[src/rtl/rr_grant_ctrl.sv]


module rr_grant_ctrl #(
   parameter int N        = 4,
   parameter int MAX_HOLD = 8
) (
   input  logic         clk,
   input  logic         rst,
   input  logic [N-1:0] req,
   input  logic [N-1:0] arb_gnt,
   input  logic         arb_valid,
   output logic         arb_enable,
   output logic [N-1:0] arb_priority,
   output logic [N-1:0] gnt,
   output logic         busy,
   output logic         timeout
);

   localparam int CNT_W = $clog2(MAX_HOLD + 1);
   localparam logic [CNT_W-1:0] CNT_MAX = CNT_W'(MAX_HOLD);
   localparam logic [CNT_W-1:0] CNT_ONE = CNT_W'(1);

   // Encoding chosen so HOLD is a single state bit; busy is then a plain flop output.
   typedef enum logic [1:0] {
      IDLE = 2'b00,
      ARB  = 2'b01,
      HOLD = 2'b10
   } state_t;

   state_t           state_q, state_d;
   logic [N-1:0]     prio_q,  prio_d;
   logic [N-1:0]     gnt_q,   gnt_d;
   logic [CNT_W-1:0] cnt_q,   cnt_d;
   logic             timeout_q, timeout_d;

   logic owner_gone;
   logic hold_expired;

   // Owner release takes precedence over expiry, so a drop on the last allowed
   // cycle is a normal release without a timeout pulse.
   assign owner_gone   = ((req & gnt_q) == '0);
   assign hold_expired = (cnt_q == CNT_MAX);

   always_ff @(posedge clk or posedge rst) begin
      if (rst) begin
         state_q   <= IDLE;
         prio_q    <= {{(N-1){1'b0}}, 1'b1};
         gnt_q     <= '0;
         cnt_q     <= '0;
         timeout_q <= 1'b0;
      end else begin
         state_q   <= state_d;
         prio_q    <= prio_d;
         gnt_q     <= gnt_d;
         cnt_q     <= cnt_d;
         timeout_q <= timeout_d;
      end
   end

   always_comb begin
      state_d    = state_q;
      prio_d     = prio_q;
      gnt_d      = gnt_q;
      cnt_d      = cnt_q;
      timeout_d  = 1'b0;
      arb_enable = 1'b0;

      case (state_q)
         IDLE: begin
            if (|req) begin
               state_d = ARB;
            end
         end

         ARB: begin
            arb_enable = 1'b1;
            if (arb_valid) begin
               gnt_d   = arb_gnt;
               cnt_d   = CNT_ONE;
               state_d = HOLD;
            end else begin
               // Request withdrawn before arbitration; priority is left untouched.
               state_d = IDLE;
            end
         end

         HOLD: begin
            if (owner_gone || hold_expired) begin
               gnt_d     = '0;
               // Next search starts just above the last winner, MSB wrapping to bit 0.
               prio_d    = {gnt_q[N-2:0], gnt_q[N-1]};
               timeout_d = ~owner_gone;
               state_d   = (|req) ? ARB : IDLE;
            end else begin
               cnt_d = cnt_q + CNT_ONE;
            end
         end

         default: begin
            state_d = IDLE;
         end
      endcase
   end

   assign arb_priority = prio_q;
   assign gnt          = gnt_q;
   assign busy         = state_q[1];
   assign timeout      = timeout_q;

endmodule

[config.mk]
export PLATFORM = sky130hd
export DESIGN_NAME = rr_grant_ctrl
export DESIGN_NICKNAME = d
export VERILOG_FILES = /design/src/rtl/rr_grant_ctrl.sv
export SDC_FILE = /design/constraint.sdc
export NUM_CORES = 1
export LEC_CHECK = 0
export ABC_AREA = 1
export BUFFER_PORTS_ARGS = -buffer_cell sky130_fd_sc_hd__buf_2
export CAP_MARGIN = 10
export CORE_ASPECT_RATIO = 0.9
export CORE_MARGIN = 3
export CORE_UTILIZATION = 47
export CTS_BUF_LIST = sky130_fd_sc_hd__clkbuf_8
export DETAILED_ROUTE_END_ITERATION = 10
export GPL_TIMING_DRIVEN = 0
export PLACE_DENSITY_LB_ADDON = 0.3
export SETUP_SLACK_MARGIN = 0.5
export SYNTH_ARGS = -nofsm -noshare
export SYNTH_HDL_FRONTEND = slang
export SYNTH_SLANG_ARGS = --single-unit
[constraint.sdc]
create_clock -name clk -period 1.1 [get_ports clk]
set_input_delay 0.22 -clock clk [delete_from_list [all_inputs] [get_ports clk]]
set_output_delay 0.22 -clock clk [all_outputs]
set_load 0.02 [all_outputs]
==> summary.md, run 1 <==
| Metric | Value |
|---|---|
| Initial antenna violation count | `0` |
| Placed Cells | `roughly 140` |
| RePlAce Congestion | `0.810` |
| Gate Count Post-Synth | `94` |
| Gr usage total | `0.253` |
| Clock transition at path regs | `0.07 ns` |
| I/O pin count | `22` |
| Synth warn | `0` |
| RSZ-0062 raised after global routing | `true` |
| Overall Power | `about 4.1 mW` |
| Critical Path End Type | `flop` |
| Buffers on Ports | `21` |
| Max cap viols | `0` |
| Ys flop type | `dfrtp_1` |
| GRT Residual Overflow | `0` |
| Fraction of layout cells with a size suffix above 1 | `0.630` |
| Ys async rst share | `1.00` |
| DRT antenna net count | `0` |
| WL per Instance | `roughly 18 µm` |
| Num rows | `13` |
| Synth Area in XOR/XNOR | `0.0233` |
| Total Routed Length | `around 3000 µm` |
| Pre-CTS WS | `-0.112 ns` |
| HP Class | `primary input to asynchronous set/reset pin` |
| VDD IR max | `between 2 and 2.5 mV` |
| Area contributors post-synth | `dfrtp_1, nand2_1, nand3_1, inv_1, dfstp_2` |
| Required @ worst endpoint | `1.24 ns` |
| HPWL after detailed placement | `roughly 1200 µm` |
| Initial DRC count | `20` |
| Clk Latency, worst-skew pair | `0.25 ns` |
| Post-synthesis adder-cell area fraction | `0.0333` |
| CP max FO | `6` |
| Final Skew | `0.00779 ns` |
| Post-Synth Simple-Gate Area | `0.376` |
| Clk buf depth | `2` |
| Vias in the first global route | `791` |
| Worst EP arrival | `1.43 ns` |
| Mean Syn Cell Area | `between 7 and 8 µm²` |
| Register area share after synthesis | `0.501` |
| Largest family of logic cells by synthesized area | `simple AND/OR/NAND/NOR gates` |
| P per Cell Area | `approximately 3000 nW/µm²` |
| Root Buffer | `clkbuf_8` |
| Number of inserted diodes | `0` |
| Fin. max-slew vios | `0` |
| Failing checks | `negative setup slack` |
| Largest net degree at the start of global routing | `16` |
| Distinct cells, synth | `17` |
| Global-route wire length before repair | `3590 µm` |
| Die X-Extent | `48.2 µm` |
| Final setup violation count | `21` |
| Post-synth top area cell | `dfrtp_1` |
| LEAKAGE | `0.701 nW` |
| Synth top area share | `0.466` |
| Hold buffers post-CTS | `0` |
| Post-Layout Cell Count | `168` |
| Starting density of the core | `0.508` |
| Fillers | `46` |
| Final hold violation count | `0` |
| Critical path class | `flop to flop` |
| Most frequent cell after synthesis | `nand2_1` |
| Slew margin rel. | `0.604` |
| Synth Area in Compound Gates | `0.00666` |
| Commonest cells in the netlist | `nand2_1, dfrtp_1, nand3_1, inv_1, nor2_1` |
| Post-synthesis mux area share | `0` |
| Outcome | `complete, but fails checks` |
| Vias per inst | `about 5.4` |
| Nets | `160` |
| FMAX | `774 MHz` |
| Flip-flop and latch count after synthesis | `15` |
| Worst-margin pin slew | `slightly below 0.6 ns` |
| Cell Area, Synth | `752 µm²` |
| Die height | `43.9 µm` |
| Syn-to-layout area delta | `84.7%` |
| CTS tree | `done` |
| # clock sinks | `15` |
| Number of synthesized flops with an enable pin | `0` |
| CP Launch Type | `flop` |
| Fin crit period | `around 1.3 ns` |
| Die area | `around 2100 µm²` |
| DR pass1 iterations | `4` |
| Crit share post-route | `1.17` |
| Setup ws final | `-0.191 ns` |
| Placeable Area | `1480 µm²` |
| CTS Buf Count | `3` |
| Syn_nets | `107` |
| Via count | `914` |
| H-tree lvl count | `1` |
| Post-route DRC | `0` |
what timing repair did:
action,in CTS,in global routing
hold endpoints to repair,0,0
gates resized for setup,39,15
setup buffers,16,11
setup endpoints to repair,26,26
pin swaps,11,9
final cells by class:
cell class                 count  area, µm²  share of cell area
tap                           22       27.5              0.0198
inverter                      12       45.0              0.0324
sequential                    15        388               0.279
multi-input combinational     67        478               0.344
clock buffer                   3       41.3              0.0297
timing repair buffer          48        405               0.292
clock inverter                 1       3.75             0.00270
flip-flops by register name, indices dropped and copies added, names as in the netlist:
register	flops
arb_priority	4
gnt	4
state_q	2
timeout	1
cnt_q	4
power by group:
part | internal (mW) | switching, mW | total [mW]
Clock | 0.247 | 0.199 | 0.446
Sequential | 0.805 | 0.225 | 1.03
Combinational | 1.34 | 1.33 | 2.67
critical path: stages (launching register included):
cell	delay, ns
dfrtp_2	0.44
nand2_1	0.09
nand2_1	0.08
inv_2	0.08
nand2_4	0.09
nand3_4	0.15
nand2_4	0.10
nand2_1	0.09
nand2_2	0.07
per-layer routing:
| metal | share of wire | track usage |
|---|---|---|
| met4 | 0.039 | 0.113 |
| met1 | 0.38 | 0.268 |
| met3 | 0.080 | 0.0913 |
| met2 | 0.50 | 0.432 |
| met5 | 0 | 0 |
cells in the final DEF, fill, tap and decap left out:
cell type,instances
nand2_4,3
buf_6,16
nand3_4,1
nor2_4,3
nand3_1,9
dfrtp_1,5
ha_4,1
buf_2,11
inv_1,7
nor2_1,6
ha_2,1
nand4_1,1
a21oi_1,1
nand2_8,4
dfrtp_2,9
clkbuf_8,3
nand2_2,8
inv_2,6
nand2_1,23
dfstp_2,1
buf_12,1
xnor2_1,1
xor2_1,1
nand3_2,4
buf_4,20
worst paths after layout:
check	from	end	slack, ns	cells after the start
max in group asynchronous	rst	gnt[1]$_DFFE_PP0P_	0.64	2
min	rst	cnt_q[1]$_DFFE_PP0P_	0.02	2
max	gnt[3]$_DFFE_PP0P_	cnt_q[1]$_DFFE_PP0P_	-0.19	8
max reg2reg	gnt[3]$_DFFE_PP0P_	cnt_q[1]$_DFFE_PP0P_	-0.19	8
min in group clk	arb_gnt[3]	gnt[3]$_DFFE_PP0P_	0.18	3
min reg2reg	arb_priority[0]$_DFFE_PP1P_	arb_priority[0]$_DFFE_PP1P_	0.49	2
metrics by stage:
stage | util | area, µm² | setup TNS (ns) | hold slack [ns]
6_report | 0.938 | 1390 | -1.94 | 0.0235
5_1_grt | 0.938 | 1390 | -2.68 | 0.0525
4_1_cts | 0.841 | 1240 | -0.414 | 0.0372
3_5_place_dp | 0.631 | 935 | -1.03 | 0.305
3_3_place_gp | 0.631 | 935 | -0.750 | 0.296
2_1_floorplan | - | 802 | -0.0502 | 0.120
logic make-up after synthesis:
kind of cell	count (synthesis)
and+or+nand+nor	62
DFF	15
buffers and inverters	12
xor gates and xnor gates	2
adders and majority gates	2
AOI/OAI and AO/OA	1
Power figures use the tool's default switching activity.
==> run 2: changes to the inputs <==
--- a/config.mk
+++ b/config.mk
@@ -10,12 +10,13 @@
 export CAP_MARGIN = 10
 export CORE_ASPECT_RATIO = 0.9
 export CORE_MARGIN = 3
-export CORE_UTILIZATION = 47
+export CORE_UTILIZATION = 52
 export CTS_BUF_LIST = sky130_fd_sc_hd__clkbuf_8
 export DETAILED_ROUTE_END_ITERATION = 10
 export GPL_TIMING_DRIVEN = 0
 export PLACE_DENSITY_LB_ADDON = 0.3
 export SETUP_SLACK_MARGIN = 0.5
+export SKIP_LAST_GASP = 1
 export SYNTH_ARGS = -nofsm -noshare
 export SYNTH_HDL_FRONTEND = slang
 export SYNTH_SLANG_ARGS = --single-unit
==> constraint.sdc (replaced) <==
create_clock -name clk -period 1.2 [get_ports clk]
set_input_delay 0.24 -clock clk [delete_from_list [all_inputs] [get_ports clk]]
set_output_delay 0.24 -clock clk [all_outputs]
set_load 0.02 [all_outputs]
==> run 2 against run 1 <==
  * The run now fails in global routing
  * Synthesized cell count did not move
  * Area after synthesis unchanged
==> summary.md, run 2 <==
| Metric | Value |
|---|---|
| Most frequent cell after synthesis | `nand2_1` |
| HPWL after detailed placement | `around 1200 µm` |
| Number of synthesized flops with an enable pin | `0` |
| Post-synth top area cell | `dfrtp_1` |
| Num rows | `12` |
| Flip-flop and latch count after synthesis | `15` |
| GRT worst endpoint | `cnt_q[0]$_DFFE_PP0P_/D` |
| Distinct cells, synth | `17` |
| Largest net degree at the start of global routing | `16` |
| Buffers on Ports | `21` |
| # clock sinks | `15` |
| Worst EP kind | `register input` |
| Register area share after synthesis | `0.501` |
| Gate Count Post-Synth | `94` |
| Area contributors post-synth | `dfrtp_1, nand2_1, nand3_1, inv_1, dfstp_2` |
| Commonest cells in the netlist | `nand2_1, dfrtp_1, nand3_1, inv_1, nor2_1` |
| Syn_nets | `107` |
| Clk buf depth | `2` |
| I/O pin count | `22` |
| Stop stage | `global routing` |
| H-tree lvl count | `1` |
| Hold buffers post-CTS | `0` |
| Root Buffer | `clkbuf_8` |
| Synth top area share | `0.466` |
| Die X-Extent | `46.1 µm` |
| Synth warn | `0` |
| Mean Syn Cell Area | `8.00 µm²` |
| Die height | `42.1 µm` |
| Ys flop type | `dfrtp_1` |
| Cell Area, Synth | `752 µm²` |
| Error msg | `[ERROR DPL-0038] Utilization greater than 100%, impossible to legalize` |
| RePlAce Congestion | `0.802` |
| CTS Buf Count | `3` |
| Starting density of the core | `0.582` |
| Ys async rst share | `1.00` |
| Outcome | `did not finish` |
==> run 2: stage by stage <==
stage               cell area [µm²]  setup WS [ns]  hold slack [ns]  utilization  std cells
CTS                            1220         0.0124           0.0469        0.943        148
floorplan                       798         0.0901            0.140            -         94
global placement                921         0.0164            0.314        0.713        129
detailed placement              921        0.00409            0.314        0.713        129
==> run 2: timing repair <==
action,4_1_cts
setup endpoints to repair,26
pin swaps,9
buffers inserted,15
gates resized for setup,36
==> run 2: cell families after synthesis <==
logic type | Yosys count | share of synthesized area
DFF | 15 | 0.501
adders and majority gates | 2 | 0.0333
buffers and inverters | 12 | 0.0599
xor gates and xnor gates | 2 | 0.0233
AOI/OAI and AO/OA | 1 | 0.00665
and+or+nand+nor | 62 | 0.376
==> run 3: changes to the inputs <==
--- a/config.mk
+++ b/config.mk
@@ -8,14 +8,11 @@
 export ABC_AREA = 1
 export BUFFER_PORTS_ARGS = -buffer_cell sky130_fd_sc_hd__buf_2
 export CAP_MARGIN = 10
-export CORE_ASPECT_RATIO = 0.9
-export CORE_MARGIN = 3
-export CORE_UTILIZATION = 52
-export CTS_BUF_LIST = sky130_fd_sc_hd__clkbuf_8
+export CORE_AREA = 3 3 64 66
 export DETAILED_ROUTE_END_ITERATION = 10
+export DIE_AREA = 0 0 67 69
 export GPL_TIMING_DRIVEN = 0
-export PLACE_DENSITY_LB_ADDON = 0.3
-export SETUP_SLACK_MARGIN = 0.5
+export PLACE_DENSITY_LB_ADDON = 0.15
 export SKIP_LAST_GASP = 1
 export SYNTH_ARGS = -nofsm -noshare
 export SYNTH_HDL_FRONTEND = slang
==> run 3 against run 2 <==
  * The flow now finishes without violations
==> summary.md, run 3 (same netlist as run 1, synthesis figures left out) <==
| Metric | Value |
|---|---|
| Overall Power | `2.73 mW` |
| Root Buffer | `clkbuf_8` |
| Commonest non-fill, non-tap cells in the layout | `nand2_1, buf_2, nand3_1, dfrtp_1, buf_4` |
| Die height | `69 µm` |
| DRT antenna net count | `0` |
| Pre-CTS WS | `-0.108 ns` |
| Clock transition at path regs | `0.06 ns` |
| # clock sinks | `15` |
| Gr usage total | `0.0893` |
| Met3 WL | `roughly 100 µm` |
| Num rows | `22` |
| Cell family with most CP delay | `flip-flops` |
| Post-route DRC | `0` |
| Nets | `approximately 150` |
| Buf/Inv on CP | `2` |
| Clk buf depth | `2` |
| Max cap viols | `0` |
| HP Class | `primary input to asynchronous set/reset pin` |
| Clk Latency, worst-skew pair | `0.24 ns` |
| Slew margin rel. | `0.604` |
| Global-route wire length before repair | `about 3100 µm` |
| Die area | `4620 µm²` |
| CTS tree | `done` |
| Max Used Layer | `met4` |
| Hold buffers post-CTS | `0` |
| HPWL after detailed placement | `approximately 1300 µm` |
| CTS Buf Count | `3` |
| Fraction of layout cells with a size suffix above 1 | `0.409` |
| Syn-to-layout area delta | `48.9%` |
| Post-layout util | `0.308` |
| Required @ worst endpoint | `between 0.9 and 1 ns` |
| Critical path class | `flop to primary output` |
| Most common cell after layout, fill and taps aside | `nand2_1` |
| Post-route cell area | `1120 µm²` |
| M1 wire length | `773 µm` |
| Fin crit period | `1.18 ns` |
| Starting density of the core | `0.207` |
| Setup ws final | `0.0195 ns` |
| I/O pin count | `22` |
| Post-Layout Cell Count | `180` |
| Total Routed Length | `1920 µm` |
| Largest net degree at the start of global routing | `16` |
| P per Cell Area | `2440 nW/µm²` |
| Final setup violation count | `0` |
| VDD IR max | `0.557 mV` |
| GRT Residual Overflow | `0` |
| Vias in the first global route | `~730` |
| Buffers on Ports | `21` |
| DR pass1 iterations | `4` |
| Final hold violation count | `0` |
| Critical Path End Type | `primary output` |
| Initial DRC count | `30` |
| Fin Hold WS | `0.0541 ns` |
| Fin. max-slew vios | `0` |
| FMAX | `847 MHz` |
| Worst-margin pin slew | `0.593 ns` |
| LEAKAGE | `0.622 nW` |
| Crit share post-route | `0.984` |
| Setup TNS Final | `0 ns` |
| Crit-path cells | `inv_2, nor2_4, buf_6` |
| Placed Cells | `163` |
| Placeable Area | `roughly 3600 µm²` |
| Number of inserted diodes | `0` |
| WL per Instance | `10.6 µm` |
| Final Skew | `0.00366 ns` |
| WL met2 | `1030 µm` |
| CP max FO | `4` |
| RePlAce Congestion | `0.704` |
| CP max stage cell | `dfrtp_2` |
| Via count | `715` |
| RSZ-0062 raised after global routing | `true` |
| Largest stage delay on the critical path | `between 0.4 and 0.5 ns` |
| Die X-Extent | `67 µm` |
| Vias per inst | `3.97` |
| Initial antenna violation count | `0` |
| Worst EP arrival | `0.94 ns` |
| Placed Area | `922 µm²` |
| H-tree lvl count | `1` |
| CP Launch Type | `flop` |
| Outcome | `finished clean` |
[run 3: final timing paths]
path                       slack (ns)                     endpoint                        start  cells past startpoint
setup reg to reg                 0.06         cnt_q[2]$_DFFE_PP0P_         cnt_q[0]$_DFFE_PP0P_                      6
hold / removal                   0.05         cnt_q[3]$_DFFE_PP0P_                          rst                      2
min in group clk                 0.20           gnt[1]$_DFFE_PP0P_                   arb_gnt[1]                      3
setup / recovery                 0.02                   arb_enable       state_q[0]$_DFFE_PP0P_                      3
max in group asynchronous        0.73       state_q[0]$_DFFE_PP0P_                          rst                      2
hold reg to reg                  0.46  arb_priority[0]$_DFFE_PP1P_  arb_priority[0]$_DFFE_PP1P_                      2
[run 3: area by class of cell]
| type | count | area (µm²) |
|---|---|---|
| Clock buffer | 4 | 45.0 |
| Fill cell | 432 | 2510 |
| Inverter | 12 | 45.0 |
| Multi-Input combinational cell | 67 | 375 |
| Sequential cell | 15 | 378 |
| Tap cell | 48 | 60.1 |
| Timing Repair Buffer | 34 | 216 |
[run 3: where the power goes]
part / leakage [nW] / internal, mW / switching, mW
Clock: 0.0228 / 0.235 / 0.168
Combinational: 0.408 / 0.626 / 0.840
Sequential: 0.191 / 0.714 / 0.144
Total: 0.622 / 1.57 / 1.15
[run 3: metal layers]
metal | track usage | up-vias
met5 | 0 | -
met4 | 0.0405 | 0
met3 | 0.0261 | 2
met2 | 0.156 | 11
met1 | 0.0957 | 332
li1 | - | 370
[run 3: what timing repair did]
action,in CTS,in global routing
cloned,0,0
setup buffers,8,5
endpoints found under the setup margin,15,14
pin swaps,2,7
gates resized for setup,8,9
==> run 4: changes to the inputs <==
==> constraint.sdc (replaced) <==
create_clock -name clk -period 1.17 [get_ports clk]
set_input_delay 0.234 -clock clk [delete_from_list [all_inputs] [get_ports clk]]
set_output_delay 0.234 -clock clk [all_outputs]
set_load 0.02 [all_outputs]
==> run 4 against run 3 <==
  * The run now ends with negative setup slack left
  * Worst hold slack improved by 0.0071 ns
  * Global-route usage rose by 0.50 points
  * Largest power group unchanged
  * Clock skew barely moved
  * Core utilization fell by 0.17 points
  * Count of clock-buffer cells in the layout did not move
  * Highest routed layer unchanged
  * Clock power rose by 3%
  * Combinational power barely moved
  * Final area fell by 0.56%
  * Final cell count fell by 3.3%
==> summary.md, run 4 (same netlist as run 1, synthesis figures left out) <==
| Metric | Value |
|---|---|
| Outcome | `complete, but fails checks` |
| Failing checks | `negative setup slack` |
| RSZ-0062 raised after global routing | `true` |
| Setup TNS Final | `-0.00979 ns` |
| RePlAce Congestion | `0.705` |
| Crit share post-route | `1.00` |
| GRT Residual Overflow | `0` |
| Final setup violation count | `2` |
| Largest net degree at the start of global routing | `16` |
| Via count | `691` |
| LEAKAGE | `0.587 nW` |
| Die height | `69 µm` |
| I/O pin count | `22` |
| Max cap viols | `0` |
| Required @ worst endpoint | `0.94 ns` |
| Starting density of the core | `0.207` |
| Final Skew | `0.00390 ns` |
| CP max stage cell | `dfrtp_2` |
| Vias per inst | `3.97` |
| Die X-Extent | `67 µm` |
| Initial antenna violation count | `0` |
| HPWL after detailed placement | `1360 µm` |
| CTS Buf Count | `3` |
| Crit-path cells | `inv_2, nor2_4, buf_6` |
| Placeable Area | `3630 µm²` |
| Critical path class | `flop to primary output` |
| Fin. max-slew vios | `0` |
| Setup ws final | `-0.00501 ns` |
| DRT antenna net count | `0` |
| Clock transition at path regs | `0.06 ns` |
| Final hold violation count | `0` |
| Post-route DRC | `0` |
| Clk buf depth | `2` |
| Num rows | `22` |
| VDD IR max | `0.486 mV` |
| CTS tree | `done` |
| Nets | `140` |
| Fraction of layout cells with a size suffix above 1 | `0.429` |
| Most common cell after layout, fill and taps aside | `nand2_1` |
| HP Class | `primary input to asynchronous set/reset pin` |
| Commonest non-fill, non-tap cells in the layout | `nand2_1, buf_2, nand3_1` |
| Buffers on Ports | `21` |
| FMAX | `851 MHz` |
| P per Cell Area | `approximately 2500 nW/µm²` |
| H-tree lvl count | `1` |
| Clk Latency, worst-skew pair | `0.24 ns` |
| Number of inserted diodes | `0` |
| CP max FO | `4` |
| Vias in the first global route | `730` |
| Syn-to-layout area delta | `48.1%` |
| Post-layout util | `0.306` |
| Die area | `4620 µm²` |
| Critical Path End Type | `primary output` |
| Gr usage total | `0.0943` |
| Root Buffer | `clkbuf_8` |
| Fin crit period | `1.18 ns` |
| Global-route wire length before repair | `between 3000 and 4000 µm` |
| WL per Instance | `10.9 µm` |
| Largest stage delay on the critical path | `0.42 ns` |
| # clock sinks | `15` |
| Initial DRC count | `18` |
| CP Launch Type | `flop` |
| Slew margin rel. | `0.584` |
| Worst-margin pin slew | `0.624 ns` |
| DR pass1 iterations | `4` |
| Worst EP arrival | `0.94 ns` |
| Total Routed Length | `~1900 µm` |
## run 4: routing by layer
metal  GRT usage  up-vias  part of all wire
met2       0.162       16              0.52
met1       0.105      319              0.41
met5           0        -                 0
met4      0.0405        0            0.0074
met3      0.0277        2             0.059
li1            -      354                 -
## run 4: worst paths after layout
path	slack, ns	depth (start not counted)	endpoint	from
worst max-delay path	-0.005	3	arb_enable	state_q[0]$_DFFE_PP0P_
worst min-delay path	0.06	2	cnt_q[3]$_DFFE_PP0P_	rst
worst max register to register	0.02	6	cnt_q[2]$_DFFE_PP0P_	cnt_q[2]$_DFFE_PP0P_
worst min register to register	0.46	2	arb_priority[2]$_DFFE_PP0P_	arb_priority[2]$_DFFE_PP0P_
max in group asynchronous	0.67	2	state_q[0]$_DFFE_PP0P_	rst
min in group clk	0.20	3	gnt[1]$_DFFE_PP0P_	arb_gnt[1]
## run 4: final cells by class
class | count | area (µm²)
Clock buffer | 4 | 45.0
Fill cell | 412 | 2520
Inverter | 12 | 45.0
Multi-Input combinational cell | 67 | 410
Sequential cell | 15 | 379
Tap cell | 48 | 60.1
Timing Repair Buffer | 28 | 174
## run 4: stage by stage
step                area [µm²]  setup WS, ns  hold slack [ns]  std cells  power, mW
floorplan                  758        0.0250            0.135         94       1.64
global placement           923        -0.117            0.346        163       1.96
detailed placement         923        -0.126            0.351        163       1.97
CTS                       1040       -0.0198           0.0751        172       2.60
global route              1110       -0.0707            0.112        174       3.04
finish                    1110      -0.00501           0.0612        174       2.77
## run 4: worst max-delay path, delay by kind of cell (launching register included)
family	cells	cell delay [ns]
buffers and inverters	2	0.18
DFF	1	0.42
and+or+nand+nor	1	0.10
## run 4: power by group
| part | internal, mW | total, mW | switching, mW |
|---|---|---|---|
| Clock | 0.241 | 0.417 | 0.176 |
| Sequential | 0.735 | 0.914 | 0.178 |
| Combinational | 0.584 | 1.44 | 0.852 |
| Total | 1.56 | 2.77 | 1.21 |
## run 4: what timing repair did
item	in CTS	in global routing
endpoints found under the setup margin	15	15
pin swaps	5	4
buffers inserted	5	2
endpoints found under the hold margin	0	0
resized for setup	10	16
hold buffers	0	0
